===== src/rtl/scale_pkg.sv =====
// rtl/scale_pkg.sv - shared types and constants for the gram-to-kilogram converter
package scale_pkg;

  typedef enum logic [1:0] {
    IDLE = 2'd0,
    SUB  = 2'd1,
    DIV  = 2'd2,
    DONE = 2'd3
  } state_e;

  localparam int GRAMS_PER_KG = 1000;

  function automatic int clog2(input int value);
    int result;
    result = 0;
    for (int i = 0; i < 31; i++) begin
      if ((1 << i) < value) result = i + 1;
    end
    return result;
  endfunction

endpackage


===== src/rtl/seq_restoring_div.sv =====
// rtl/seq_restoring_div.sv - bit-serial restoring divider, one quotient bit per cycle MSB first
module seq_restoring_div
  import scale_pkg::*;
#(
  parameter int W_IN    = 14,
  parameter int DIVISOR = GRAMS_PER_KG,
  parameter int FRAC_W  = clog2(DIVISOR)
) (
  input  logic              clk,
  input  logic              rst_n,
  input  logic              start,
  input  logic [W_IN-1:0]   dividend,
  output logic              busy,
  output logic              done,
  output logic [W_IN-1:0]   quotient,
  output logic [FRAC_W-1:0] remainder
);

  localparam int CNT_W = (clog2(W_IN) > 0) ? clog2(W_IN) : 1;
  localparam logic [FRAC_W:0] DIV_C = (FRAC_W + 1)'(DIVISOR);

  logic [FRAC_W-1:0] rem_q, rem_d;
  logic [W_IN-1:0]   quo_q, quo_d;
  logic [CNT_W-1:0]  cnt_q, cnt_d;
  logic              busy_q, busy_d;
  logic              done_q, done_d;

  logic [FRAC_W:0]   trial;
  logic [FRAC_W-1:0] diff;
  logic              fits;

  // quo_q doubles as the dividend shifter: dividend bits leave at the top while
  // quotient bits enter at the bottom, so it holds the quotient after W_IN steps.
  always_comb begin
    trial  = {rem_q, quo_q[W_IN-1]};
    fits   = (trial >= DIV_C);
    diff   = trial[FRAC_W-1:0] - DIV_C[FRAC_W-1:0];
    rem_d  = rem_q;
    quo_d  = quo_q;
    cnt_d  = cnt_q;
    busy_d = busy_q;
    done_d = 1'b0;
    if (start) begin
      rem_d  = '0;
      quo_d  = dividend;
      cnt_d  = CNT_W'(W_IN - 1);
      busy_d = 1'b1;
    end else if (busy_q) begin
      rem_d = fits ? diff : trial[FRAC_W-1:0];
      quo_d = {quo_q[W_IN-2:0], fits};
      if (cnt_q == '0) begin
        busy_d = 1'b0;
        done_d = 1'b1;
      end else begin
        cnt_d = cnt_q - CNT_W'(1);
      end
    end
  end

  always_ff @(posedge clk or negedge rst_n) begin
    if (!rst_n) begin
      rem_q  <= '0;
      quo_q  <= '0;
      cnt_q  <= '0;
      busy_q <= 1'b0;
      done_q <= 1'b0;
    end else begin
      rem_q  <= rem_d;
      quo_q  <= quo_d;
      cnt_q  <= cnt_d;
      busy_q <= busy_d;
      done_q <= done_d;
    end
  end

  assign busy      = busy_q;
  assign done      = done_q;
  assign quotient  = quo_q;
  assign remainder = rem_q;

endmodule


===== src/rtl/weight_kg_converter_seq.sv =====
// rtl/weight_kg_converter_seq.sv - handshaked grams-to-kg converter with tare, sign and overload
module weight_kg_converter_seq
  import scale_pkg::*;
#(
  parameter int W_IN      = 14,
  parameter int DIVISOR   = GRAMS_PER_KG,
  parameter int FRAC_W    = clog2(DIVISOR),
  parameter int MAX_GRAMS = 15000
) (
  input  logic              clk,
  input  logic              rst_n,
  input  logic              in_valid,
  output logic              in_ready,
  input  logic [W_IN-1:0]   weightInGrams,
  input  logic              tare_load,
  input  logic              tare_clear,
  output logic              out_valid,
  input  logic              out_ready,
  output logic [W_IN-1:0]   weightKgInteger,
  output logic [FRAC_W-1:0] weightKgFraction,
  output logic              weightNegative,
  output logic              overload
);

  localparam logic [31:0] MAX_C = 32'(MAX_GRAMS);

  state_e state_q, state_d;

  logic [W_IN-1:0]   raw_q, raw_d;
  logic [W_IN-1:0]   tare_q, tare_d;
  logic              ovl_q, ovl_d;
  logic              neg_q, neg_d;
  logic [W_IN-1:0]   int_q, int_d;
  logic [FRAC_W-1:0] frac_q, frac_d;

  logic              accept;
  logic              div_start;
  logic              div_busy;
  logic              div_done;
  logic [W_IN-1:0]   div_quo;
  logic [FRAC_W-1:0] div_rem;
  logic signed [W_IN:0] net;
  logic [W_IN-1:0]   net_mag;

  assign accept  = in_valid && in_ready;
  assign net     = $signed({1'b0, raw_q}) - $signed({1'b0, tare_q});
  assign net_mag = net[W_IN] ? W_IN'(-net) : W_IN'(net);

  always_ff @(posedge clk or negedge rst_n) begin
    if (!rst_n) state_q <= IDLE;
    else        state_q <= state_d;
  end

  always_comb begin
    state_d = state_q;
    case (state_q)
      IDLE: if (accept && !tare_load) state_d = SUB;
      SUB:  state_d = DIV;
      DIV:  if (div_done && !div_busy) state_d = DONE;
      DONE: if (out_ready) state_d = IDLE;
      default: state_d = IDLE;
    endcase
  end

  always_comb begin
    in_ready  = (state_q == IDLE);
    out_valid = (state_q == DONE);
    div_start = (state_q == SUB);
  end

  // tare_load is applied after tare_clear so it wins when both arrive together.
  always_comb begin
    raw_d  = raw_q;
    tare_d = tare_q;
    ovl_d  = ovl_q;
    neg_d  = neg_q;
    int_d  = int_q;
    frac_d = frac_q;
    if (tare_clear) tare_d = '0;
    if (accept && tare_load) tare_d = weightInGrams;
    if (accept && !tare_load) begin
      raw_d = weightInGrams;
      ovl_d = (32'(weightInGrams) > MAX_C);
    end
    if (state_q == SUB) neg_d = net[W_IN];
    if (state_q == DIV && div_done) begin
      int_d  = div_quo;
      frac_d = div_rem;
    end
  end

  always_ff @(posedge clk or negedge rst_n) begin
    if (!rst_n) begin
      raw_q  <= '0;
      tare_q <= '0;
      ovl_q  <= 1'b0;
      neg_q  <= 1'b0;
      int_q  <= '0;
      frac_q <= '0;
    end else begin
      raw_q  <= raw_d;
      tare_q <= tare_d;
      ovl_q  <= ovl_d;
      neg_q  <= neg_d;
      int_q  <= int_d;
      frac_q <= frac_d;
    end
  end

  seq_restoring_div #(
    .W_IN    (W_IN),
    .DIVISOR (DIVISOR),
    .FRAC_W  (FRAC_W)
  ) u_div (
    .clk       (clk),
    .rst_n     (rst_n),
    .start     (div_start),
    .dividend  (net_mag),
    .busy      (div_busy),
    .done      (div_done),
    .quotient  (div_quo),
    .remainder (div_rem)
  );

  assign weightKgInteger  = int_q;
  assign weightKgFraction = frac_q;
  assign weightNegative   = neg_q;
  assign overload         = ovl_q;

endmodule


===== config.mk =====
export PLATFORM = sky130hd
export DESIGN_NAME = weight_kg_converter_seq
export DESIGN_NICKNAME = d
export VERILOG_FILES = /design/src/rtl/scale_pkg.sv /design/src/rtl/seq_restoring_div.sv /design/src/rtl/weight_kg_converter_seq.sv
export SDC_FILE = /design/constraint.sdc
export NUM_CORES = 1
export LEC_CHECK = 0
export ABC_AREA = 1
export BUFFER_PORTS_ARGS = -buffer_cell sky130_fd_sc_hd__buf_2
export CAP_MARGIN = 20
export CELL_PAD_IN_SITES_DETAIL_PLACEMENT = 1
export CELL_PAD_IN_SITES_GLOBAL_PLACEMENT = 1
export CORE_UTILIZATION = 25
export DETAILED_ROUTE_END_ITERATION = 8
export GPL_TIMING_DRIVEN = 0
export PLACE_DENSITY = 0.49
export SETUP_SLACK_MARGIN = 0.15
export SYNTH_ARGS = -nofsm -noshare
export SYNTH_HDL_FRONTEND = slang
export SYNTH_SLANG_ARGS = --single-unit

===== constraint.sdc =====
create_clock -name clk -period 2.8 [get_ports clk]
set_clock_uncertainty 0.05 [all_clocks]
set_input_delay 0.56 -clock clk [delete_from_list [all_inputs] [get_ports clk]]
set_output_delay 0.56 -clock clk [all_outputs]
set_load 0.005 [all_outputs]

After elaboration in Yosys (flattened, before gate mapping). Index checks and enable logic that the tools add are counted.

$add $sub $neg: 4. Order comparisons: 2. Equal/unequal tests: 7. Muxes and demuxes: 21. Reductions and logical operators: 13.

Operator list (number): $mux 14 (5); $mux 10 (3); $sub 14x14->15 (1); $gt 14x14->1 const B (1); $neg 14->14 (1); $mux 4 (3); $ge 11x10->1 const B (1); $sub 10x10->10 const B (1); $pmux 2 s4 (1); $mux 1 (6); $mux 2 (3); $logic_and 1x1->1 (5); $eq 2x2->1 const B (2); $logic_not 4->1 (1); $ne 2x1->1 const B (2); $ne 2x2->1 const B (2); $reduce_bool 2->1 (2); $sub 4x1->4 const B (1); $reduce_and 3->1 (1); $eq 2x1->1 const B (1); $logic_not 1->1 (2); $logic_not 2->1 (1); $reduce_and 2->1 (1).

Register bits: 86. Input bits: 20. Output and inout bits: 28. Logic and storage cells: 59.

Logic depth before layout (Yosys ltp). Gate-level depths: netlist of run 1.

Depth in word-level cells: 5. Depth in mapped cells: 19. Mapped depth without buffers: 19.

Hierarchy. From an unflattened synthesis of run 1, not the netlist that was laid out.

Cells, all modules: 620. Area, all modules: 5079.9 um^2.

Modules (own cells, without submodules): weight_kg_converter_seq (instances 1, cells an instance 437, area each 3545.9 um^2, sequential area each 1401.3 um^2); seq_restoring_div (instances 1, cells an instance 183, area each 1534.0 um^2, sequential area each 750.7 um^2).

Worst setup path before layout of run 1. No wires, ideal clock.

Kind: register to register. Start: reg tare_q[0]. End: reg u_div.quo_q[8] (netlist: u_div.quotient[8]). Library setup time: 0.126 ns. Arrival time: 2.082 ns. Required time: 2.624 ns. Slack: 0.542 ns. Stages on the path, launching flop included: 17. Path buffers: 0. Period minus slack after synthesis: 2.258 ns. Path through: dfrtp_1 -> ha_1 -> inv_1 -> fa_1 -> inv_1 -> ha_1 -> inv_1 -> nor2_1 -> nand3_1 -> inv_1 -> nand3_2 -> nor2_1 -> nor2_1 -> xor2_1 -> nand2_1 -> nand2_1 -> o21ai_2.

Word-level cells in the longest chain between the ends: 4.

Ends and longest elaborated chain: from (decl) (line weight_kg_converter_seq.sv:30) `logic [W_IN-1:0] tare_q, tare_d;`; from (signal assigned) (line weight_kg_converter_seq.sv:102) `tare_q <= tare_d;`; $sub 14x14->15 (*) (line weight_kg_converter_seq.sv:46) `assign net = $signed({1'b0, raw_q}) - $signed({1'b0, tare_q});`; $neg 14->14 (line weight_kg_converter_seq.sv:47) `assign net_mag = net[W_IN] ? W_IN'(-net) : W_IN'(net);`; $mux 14 (*) (line weight_kg_converter_seq.sv:47); $mux 14 (*) (line seq_restoring_div.sv:43) `if (start) begin`; to (signal assigned) (line seq_restoring_div.sv:69) `quo_q <= quo_d;`; to (decl) (line seq_restoring_div.sv:23) `logic [W_IN-1:0] quo_q, quo_d;`.

Every way passes the cells marked *; elsewhere a longest branch is shown, timed or not. A chain may end at the register's enable or synchronous reset.

Final worst setup path of run 1. Ends and elaborated chain as after synthesis.

==> impl_metrics.py, run 1 <==
metrics = {
    "sta": {
        "period_share_pct": 88.5,
        "setup_tns_ns": 0,
        "drv_slew": 0,
        "hold_violations": 0,
        "max_slew_margin_pct": 55.6,
        "timing.fmax_ghz": 0.403,
        "rsz0062_at_grt": "yes",
        "worstMarginPinSlew_ns": 0.663,
        "layout_setup_ws_ns": 0.321,
        "period_needed_ns": 2.48,
        "finalSetupViolCount": 0,
    },
    "logic_synthesis": {
        "async_flop_share_pct": 100,
        "synth_fp_nets": 673,
        "synth_compound_area_share_pct": 14.0,
        "synth_top_family_by_area": "simple AND/OR/NAND/NOR gates",
        "synth-edff-count": 0,
        "syn_area_per_cell_um2": 7.72,
        "synth_area_um2": 4870,
        "synth_xor_area_share_pct": 1.80,
        "synth_cell_types": 38,
        "ys_ff_latch": 86,
        "muxShareOfSynthArea_pct": 0.462,
        "ys_seq_area_share_pct": 44.2,
        "ys.flop_type": "dfrtp_1",
        "synthCells": 631,
        "yosys_warnings": 0,
        "post_synth_fa_ha_maj_area_fraction_pct": 5.80,
        "synth-simple-area-share_pct": 24.1,
    },
    "placed_design": {
        "dp.cells": 939,
        "place_area_um2": 5460,
        "dp_hpwl_mm": 10.6,
        "portBuffers": 47,
        "post-place-ws_ns": 0.146,
        "place.gp.congestion": 0.736,
    },
    "die": {
        "dieHeight_um": 142,
        "start_util_pct": 25.8,
        "die-area_um2": 20100,
        "io-pin-count": 48,
        "num_rows": 50,
        "core_um2": 18900,
        "fp.dieW_um": 142,
    },
    "layout": {
        "diodes": 0,
        "final_cells": 955,
        "n_fill_cell": 2330,
        "fin_area_um2": 5770,
        "final_nets": 733,
        "area_growth_syn_to_layout_pct": 18.4,
        "drive_gt1_share_pct": 14.5,
    },
    "worst_setup_path": {
        "cp-end-kind": "flop",
        "worstPathMaxFanout": 3,
        "critical_path_class": "flop to flop",
        "crit_required_ns": 2.98,
        "start_kind": "flop",
        "arrival_ns": 2.65,
    },
    "routing": {
        "wire_per_inst_um": 13.9,
        "drc_errors": 0,
        "vias": 4268,
        "ant_nets": 0,
        "via_per_inst": 4.47,
        "routed_wl_mm": 13.3,
        "first_pass_iters": 5,
        "drt-initial-drc-count": 119,
    },
    "pwr": {
        "ir_drop_uv": 415,
        "powerDensity_nw_per_um2": 1300,
        "leakage_nw": 2.92,
        "total_power_mw": 7.52,
    },
    "job": {
        "drv_cap": 0,
    },
    "status": {
        "status": "finished, final reports clean",
    },
    "global_routing": {
        "grt_antenna_before_repair": 0,
        "grt_pass1_vias": 4438,
        "grtUsageTotal_pct": 14.3,
        "grt_max_degree": 63,
        "grt_first_pass_wirelength_mm": 22.5,
        "grt_overflow_total": 0,
    },
    "clock_tree": {
        "clkLatencyLatePin_ns": 0.35,
        "numCtsBuffers": 9,
        "cts_buffer_depth": 2,
        "clock_sinks": 86,
        "cts-hold-fix-buffers": 0,
        "htreeDepth": 3,
        "clk_pin_slew_ns": 0.07,
        "clock-root-buffer": "clkbuf_16",
        "tritoncts": "built",
    },
    "min_path": {
        "min_path_type": "input port to async pin",
    },
}
[routing by layer]
metal  vias to the layer above  share of wire (%)  global-route usage [%]  wire length, um
met5                         -                  0                       0                0
met1                      2044                 47                    17.9             6250
met3                        15                2.4                    2.16              317
li1                       2162                  -                       -                -
met2                        47                 49                    24.8             6490
met4                         0                1.7                    5.60              231
[synth_stat cells, types with 3 or more instances]
master,count,area share (%)
a21oi_1,16,1.6
clkbuf_1,12,0.92
clkinv_1,3,0.23
dfrtp_1,86,44
ha_1,21,5.4
inv_1,105,8.1
nand2_1,154,12
nand2_2,13,1.7
nand3_1,35,3.6
nand3b_1,5,0.77
nand4_1,6,0.77
nor2_1,32,2.5
nor3_1,8,0.82
o21ai_0,73,7.5
o21ai_1,7,0.72
o22ai_1,19,2.4
xnor2_1,3,0.54
xor2_1,7,1.3
[final cells by class]
class | instances | area [um2] | area share [%]
multi-input cells | 421 | 2270 | 39.4
flip-flops and latches | 86 | 2150 | 37.3
inverters | 111 | 420 | 7.29
well taps | 260 | 325 | 5.64
repair buffers | 49 | 273 | 4.73
clock buffers | 9 | 225 | 3.91
plain buffers | 13 | 52.6 | 0.911
clock inverters | 6 | 47.5 | 0.824
[worst max-delay path, cell delays in order, from the launching register on]
cell	delay, ns
dfrtp_1	0.38
ha_1	0.19
inv_2	0.07
fa_2	0.43
inv_2	0.08
ha_1	0.16
inv_1	0.04
nor2_1	0.11
nand3_1	0.10
inv_2	0.09
nand3_4	0.08
nor2_2	0.15
nor2_1	0.06
xor2_1	0.16
nand2_1	0.08
nand2_1	0.08
o21ai_2	0.05
[stage by stage]
stage               utilization, %  hold slack [ns]
CTS                           30.4           0.0844
detailed placement            28.9            0.418
finish                        30.5           0.0728
floorplan                        -            0.214
global route                  30.5            0.105
global placement              28.8            0.413
[cell families after synthesis]
kind of cell    after synthesis
xor+xnor                     10
flops                        86
fa+ha+maj                    22
buf+inv                     124
simple gates                263
mux                           2
compound gates              124
[flip-flops by register name, indices dropped and copies added (netlist names)]
name and count:
raw_q 14, tare_q 14, u_div.quotient 14, weightKgInteger 14
u_div.remainder 10, weightKgFraction 10, u_div.cnt_q 4, state_q 2
overload 1, u_div.busy 1, u_div.done 1, weightNegative 1
[power breakdown]
group	switching [mW]	leakage (nW)	internal [mW]	total, mW
Clock	0.535	0.132	0.604	1.14
Combinational	2.85	1.68	1.54	4.40
Sequential	0.257	1.11	1.73	1.98
[worst paths after layout]
| path | startpoint | to | slack (ns) | cells past startpoint |
|---|---|---|---|---|
| setup reg to reg | tare_q[0]$_DFFE_PN0P_ | u_div.quotient[8]$_DFFE_PN0P_ | 0.32 | 16 |
| hold / removal | rst_n | u_div.quotient[12]$_DFFE_PN0P_ | 0.07 | 1 |
| max in group asynchronous | rst_n | state_q[0]$_DFFE_PN0P_ | 2.00 | 2 |
| hold reg to reg | u_div.quotient[11]$_DFFE_PN0P_ | u_div.quotient[11]$_DFFE_PN0P_ | 0.43 | 2 |
| min in group clk | weightInGrams[0] | raw_q[0]$_DFFE_PN0P_ | 0.39 | 3 |
| setup / recovery | tare_q[0]$_DFFE_PN0P_ | u_div.quotient[8]$_DFFE_PN0P_ | 0.32 | 16 |
[cell usage in the layout, fill, tap and decap left out, types with 2 or more instances in the layout]
cell and count:
a21oi_1 16, buf_2 46, buf_4 3, clkbuf_1 12
clkbuf_16 9, clkinv_1 2, clkinv_2 2, clkinv_4 2
dfrtp_1 86, ha_1 21, inv_1 102, inv_2 5
inv_6 2, mux2_2 2, nand2_1 154, nand2_2 13
nand3_1 35, nand3_4 3, nand3b_1 5, nand4_1 6
nor2_1 29, nor2_2 4, nor2_4 3, nor3_1 8
o21ai_0 73, o21ai_1 7, o221ai_1 2, o22ai_1 19
xnor2_1 3, xor2_1 7
[what timing repair did]
action                                  in CTS  in global routing
gates cloned                                 0                  0
pin swaps                                    0                  3
setup buffers                                0                  1
endpoints found under the setup margin       1                  9
gates resized for setup                      1                  9
No activity file was read; power rests on OpenSTA's default activity.
==> inputs of run 2 (changes only) <==
CORE_ASPECT_RATIO = 1.75   (was unset)
CORE_UTILIZATION = 44   (was 25)
PLACE_DENSITY = unset   (was 0.49)
PLACE_DENSITY_LB_ADDON = 0.1   (was unset)
==> run 2 against run 1 <==
Core utilization increased by 22 points. Power is 3.7% higher. Final cell count shrank 13%. Worst hold slack improved by 0.060 ns. Critical endpoint is now u_div.quotient[13]$_DFFE_PN0P_.
==> impl_metrics.py, run 2 (synthesized netlist as in run 1, its figures left out) <==
metrics = {
    "global_routing": {
        "grtUsageMet3_pct": 4.47,
        "top_usage_layer": "met2",
        "grt_antenna_before_repair": 0,
        "grtUsageMet2_pct": 51.3,
        "grt_pass1_vias": 4796,
        "grt_first_pass_wirelength_mm": 22.2,
        "grt_max_degree": 50,
        "grt_util_met1_pct": 23.7,
        "grt_overflow_total": 0,
        "grtUsageTotal_pct": 25.7,
    },
    "sta": {
        "setup_tns_ns": 0,
        "timing.fmax_ghz": 0.405,
        "drv_slew": 0,
        "worstMarginPinSlew_ns": 0.727,
        "max_slew_margin_pct": 51.3,
        "period_share_pct": 88.2,
        "period_needed_ns": 2.47,
        "hold_violations": 0,
        "rsz0062_at_grt": "yes",
        "finalSetupViolCount": 0,
    },
    "pwr": {
        "powerDensity_nw_per_um2": 1370,
        "leakage_nw": 2.95,
        "ir_drop_uv": 527,
        "total_power_mw": 7.80,
    },
    "die": {
        "core_um2": 10800,
        "num_rows": 50,
        "dieHeight_um": 141,
        "fp.dieW_um": 81.5,
        "io-pin-count": 48,
        "die-area_um2": 11500,
        "start_util_pct": 45.3,
    },
    "routing": {
        "ant_nets": 0,
        "routed_wl_mm": 13.3,
        "via_per_inst": 5.31,
        "wire_per_inst_um": 16.0,
        "drt-initial-drc-count": 113,
        "drc_errors": 0,
        "vias": 4388,
        "first_pass_iters": 4,
    },
    "clock_tree": {
        "clock_sinks": 86,
        "clock-root-buffer": "clkbuf_16",
        "clkLatencyLatePin_ns": 0.34,
        "htreeDepth": 3,
        "tritoncts": "built",
        "cts_buffer_depth": 2,
        "numCtsBuffers": 9,
        "clk_pin_slew_ns": 0.06,
    },
    "layout": {
        "final_nets": 734,
        "layout_common_cells": "153 x nand2_1, 102 x inv_1, 86 x dfrtp_1, 73 x o21ai_0, 46 x buf_2",
        "fin_area_um2": 5680,
        "diodes": 0,
        "layout_commonest_cell": "nand2_1",
        "drive_gt1_share_pct": 15.1,
        "area_growth_syn_to_layout_pct": 16.6,
    },
    "worst_setup_path": {
        "cp-end-kind": "flop",
        "r2r_slack_ns": 0.33,
        "r2r-start": "tare_q[0]$_DFFE_PN0P_",
        "rr_worst_depth": 17,
        "critical_path_class": "flop to flop",
        "crit_required_ns": 2.98,
        "arrival_ns": 2.65,
        "start_kind": "flop",
        "r2r-end": "u_div.quotient[13]$_DFFE_PN0P_",
        "worstPathMaxFanout": 3,
    },
    "placed_design": {
        "portBuffers": 47,
        "place.gp.congestion": 0.823,
        "place_area_um2": 5300,
        "dp_hpwl_mm": 10.6,
    },
    "status": {
        "status": "finished, final reports clean",
    },
    "job": {
        "drv_cap": 0,
    },
    "min_path": {
        "min_path_type": "input port to async pin",
    },
}
run 2: cell types whose count changed in the layout (fill, tap and decap cells not counted):
cell and change:
bufinv_16 +2, inv_6 -2, a21oi_1 -1, a21oi_2 +1, buf_4 +1, clkbuf_1 +1, clkbuf_8 +1, clkinv_2 -1
clkinvlp_4 -1, ha_1 -1, ha_4 +1, inv_2 +1, nand2_1 -1, nand2_2 +1
run 2: metal layers:
metal | vias up | wire, um
met2 | 65 | 7960
met4 | 0 | 491
met3 | 30 | 248
li1 | 2154 | -
met1 | 2139 | 4560
met5 | - | 0
run 2: cell type report:
type / instances / area, um2
buffer: 13 / 52.6
timing repair buffer: 50 / 280
sequential: 86 / 2150
inverter: 111 / 419
clock buffer: 11 / 243
fill: 1377 / 5080
multi-input combinational: 421 / 2290
clock inverter: 5 / 82.6
tap: 130 / 163
run 2: timing repair:
action / CTS / global route
buffers inserted: 0 / 2
pin swaps: 0 / 2
resized for setup: 1 / 13
setup endpoints to repair: 1 / 11
cloned: 0 / 0
hold buffers: 0 / 0
run 2: worst max-delay path by stage:
stage                                       from                        endpoint  slack, ns  cells after the start
after global routing        raw_q[0]$_DFFE_PN0P_  u_div.quotient[13]$_DFFE_PN0P_       0.14                     18
after floorplan            tare_q[0]$_DFFE_PN0P_   u_div.quotient[8]$_DFFE_PN0P_       0.54                     16
after CTS                 state_q[0]$_DFFE_PN0P_          state_q[0]$_DFFE_PN0P_       0.15                      8
after global placement     tare_q[0]$_DFFE_PN0P_   u_div.quotient[8]$_DFFE_PN0P_       0.21                     16
final                      tare_q[0]$_DFFE_PN0P_  u_div.quotient[13]$_DFFE_PN0P_       0.33                     17
after detailed placement  state_q[0]$_DFFE_PN0P_          state_q[0]$_DFFE_PN0P_       0.16                      8
run 2: per-stage QoR:
| stage | hold WS [ns] | utilization [%] | setup WS (ns) | std cells |
|---|---|---|---|---|
| 2_1_floorplan | 0.214 | - | 0.542 | 631 |
| 3_3_place_gp | 0.411 | 49.0 | 0.211 | 808 |
| 5_1_grt | 0.168 | 52.8 | 0.141 | 827 |
| 3_5_place_dp | 0.417 | 49.3 | 0.159 | 809 |
| 6_report | 0.133 | 52.8 | 0.329 | 827 |
| 4_1_cts | 0.151 | 52.3 | 0.154 | 825 |
run 2: critical path, stage by stage, from the launching register on:
cell and delay (ns):
dfrtp_1 0.38, ha_1 0.19, inv_2 0.08, fa_2 0.43, inv_2 0.09, nand2_1 0.09
nor2_4 0.12, nand3_1 0.13, nor2_4 0.15, nand3_4 0.11, nor2_2 0.13, nand2_1 0.06
nand2_1 0.06, nand3_1 0.06, nand2_1 0.06, nand2_1 0.05, nand2_1 0.06, nand2_1 0.05
run 2: power by group:
part / switching, mW / total (mW) / internal, mW
combinational: 2.92 / 4.49 / 1.57
sequential: 0.267 / 1.99 / 1.73
clock: 0.507 / 1.32 / 0.808
==> inputs of run 3 (changes only) <==
MAX_ROUTING_LAYER = met4   (was unset)
==> run 3 against run 2 <==
Clock power about the same. Via count is 0.14% higher. Combinational power about the same. Flip-flop and latch count is the same. Sequential power about the same. Routed wire length increased by 0.54%. Non-clock buffer count is the same. Final cell count is the same. Worst hold slack improved by 0.00089 ns. Register-to-register slack about the same. Critical path depth did not move. Fmax up 0.14%. Critical path type unchanged. Largest cell class unchanged.
==> impl_metrics.py, run 3 (synthesized netlist as in run 1, its figures left out) <==
metrics = {
    "global_routing": {
        "grt_overflow_total": 0,
        "grt_max_degree": 50,
        "grt_first_pass_wirelength_mm": 22.2,
        "grt_pass1_vias": 4802,
        "grtUsageTotal_pct": 26.5,
        "grt_antenna_before_repair": 0,
    },
    "layout": {
        "n_fill_cell": 1377,
        "diodes": 0,
        "layout_commonest_cell": "nand2_1",
        "final_nets": 734,
        "area_growth_syn_to_layout_pct": 16.6,
        "drive_gt1_share_pct": 15.1,
        "layout_common_cells": "153 x nand2_1, 102 x inv_1, 86 x dfrtp_1, 73 x o21ai_0, 46 x buf_2",
    },
    "sta": {
        "hold_violations": 0,
        "period_share_pct": 88.1,
        "rsz0062_at_grt": "yes",
        "setup_tns_ns": 0,
        "period_needed_ns": 2.47,
        "drv_slew": 0,
        "worstMarginPinSlew_ns": 0.716,
        "layout_setup_ws_ns": 0.333,
        "max_slew_margin_pct": 52.1,
        "finalSetupViolCount": 0,
        "timing.fmax_ghz": 0.405,
    },
    "routing": {
        "vias": 4394,
        "via_per_inst": 5.31,
        "drc_errors": 0,
        "ant_nets": 0,
        "drt-initial-drc-count": 106,
        "wire_per_inst_um": 16.1,
        "first_pass_iters": 4,
        "wl_met2_mm": 7.94,
        "wl_met1_mm": 4.64,
        "routed.top_layer": "met4",
        "routed_wl_mm": 13.3,
        "route.met3.wl_um": 251,
    },
    "placed_design": {
        "post-place-ws_ns": 0.159,
        "dp_hpwl_mm": 10.6,
        "portBuffers": 47,
        "place.gp.congestion": 0.835,
    },
    "pwr": {
        "p_sw_mw": 3.71,
        "power_frac_comb_pct": 57.6,
        "total_power_mw": 7.82,
        "clkPwrFrac_pct": 16.8,
        "powerDensity_nw_per_um2": 1380,
        "power_frac_seq_pct": 25.5,
        "leakage_nw": 2.95,
        "ir_drop_uv": 527,
        "swShare_pct": 47.5,
        "intPower_mw": 4.10,
    },
    "worst_setup_path": {
        "r2r-end": "u_div.quotient[13]$_DFFE_PN0P_",
        "r2r-start": "tare_q[0]$_DFFE_PN0P_",
        "cpMostUsedCell": "nand2_1",
        "crit_required_ns": 2.98,
        "start_kind": "flop",
        "rr_worst_depth": 17,
        "arrival_ns": 2.65,
        "critical_path_class": "flop to flop",
        "cp-end-kind": "flop",
        "worstPathMaxFanout": 3,
        "cp_cell_sequence": "ha_1, inv_2, fa_2, inv_2, nand2_1, nor2_4, nand3_1, nor2_4, nand3_4, nor2_2, nand2_1, nand2_1, nand3_1, nand2_1, nand2_1, nand2_1, nand2_1",
        "crit_slowest_cell": "fa_2",
        "r2r_slack_ns": 0.33,
        "max_stage_delay_ns": 0.43,
    },
    "die": {
        "io-pin-count": 48,
        "num_rows": 50,
        "die-area_um2": 11500,
        "start_util_pct": 45.3,
        "fp.dieW_um": 81.5,
        "core_um2": 10800,
        "dieHeight_um": 141,
    },
    "status": {
        "status": "finished, final reports clean",
    },
    "clock_tree": {
        "numCtsBuffers": 9,
        "cts_buffer_depth": 2,
        "clock_sinks": 86,
        "cts-hold-fix-buffers": 0,
        "clock-root-buffer": "clkbuf_16",
        "tritoncts": "built",
        "clk_pin_slew_ns": 0.06,
        "clkLatencyLatePin_ns": 0.34,
        "htreeDepth": 3,
    },
    "min_path": {
        "min_path_type": "input port to async pin",
    },
    "job": {
        "drv_cap": 0,
    },
}
==> run 3: how the worst max path moves through the flow <==
| stage | start | endpoint | slack, ns |
|---|---|---|---|
| after global routing | raw_q[0]$_DFFE_PN0P_ | u_div.quotient[13]$_DFFE_PN0P_ | 0.14 |
| final | tare_q[0]$_DFFE_PN0P_ | u_div.quotient[13]$_DFFE_PN0P_ | 0.33 |
| after floorplan | tare_q[0]$_DFFE_PN0P_ | u_div.quotient[8]$_DFFE_PN0P_ | 0.54 |
| after global placement | tare_q[0]$_DFFE_PN0P_ | u_div.quotient[8]$_DFFE_PN0P_ | 0.21 |
| after detailed placement | state_q[0]$_DFFE_PN0P_ | state_q[0]$_DFFE_PN0P_ | 0.16 |
| after CTS | state_q[0]$_DFFE_PN0P_ | state_q[0]$_DFFE_PN0P_ | 0.15 |
==> run 3: power groups by stage <==
stage | Combinational [mW] | Sequential (mW) | Clock, mW
2_1_floorplan | 3.27 | 1.96 | 0
3_3_place_gp | 4.18 | 1.98 | 0
3_5_place_dp | 4.40 | 2.01 | 0
4_1_cts | 4.45 | 1.99 | 1.34
5_1_grt | 5.15 | 2.05 | 1.39
6_report | 4.50 | 2.00 | 1.32
==> run 3: worst max-delay path: cells and delay by family, from the launching register on <==
kind | cells | cell delay [ns]
flip-flops | 1 | 0.38
buffers and inverters | 2 | 0.17
adder cells (fa/ha/maj) | 2 | 0.62
AND/OR/NAND/NOR | 13 | 1.13
==> run 3: stage by stage <==
step                      utilization, %  hold slack [ns]  cell area (um2)  instances
after floorplan                        -            0.214             4870        631
after global placement              49.0            0.411             5270        808
after detailed placement            49.3            0.417             5300        809
after CTS                           52.3            0.151             5630        825
after global routing                52.8            0.168             5680        827
final                               52.8            0.134             5680        827
==> run 3: metal layers <==
metal  track usage, %  vias up
met5                -        -
met4             11.7        0
met3             4.27       30
met2             51.2       69
met1             23.8     2145
li1                 -     2150
==> run 3: layout make-up <==
class,instances,area [um2],area share (%)
multi-input combinational,421,2290,40.3
sequential,86,2150,37.9
inverter,111,419,7.38
timing repair buffer,50,280,4.93
clock buffer,11,243,4.27
tap,130,163,2.86
clock inverter,5,82.6,1.45
buffer,13,52.6,0.925
==> run 3: timing repair <==
action	CTS	global route
gates resized for setup	1	13
setup endpoints to repair	1	11
pin swaps	0	1
buffers inserted	0	2
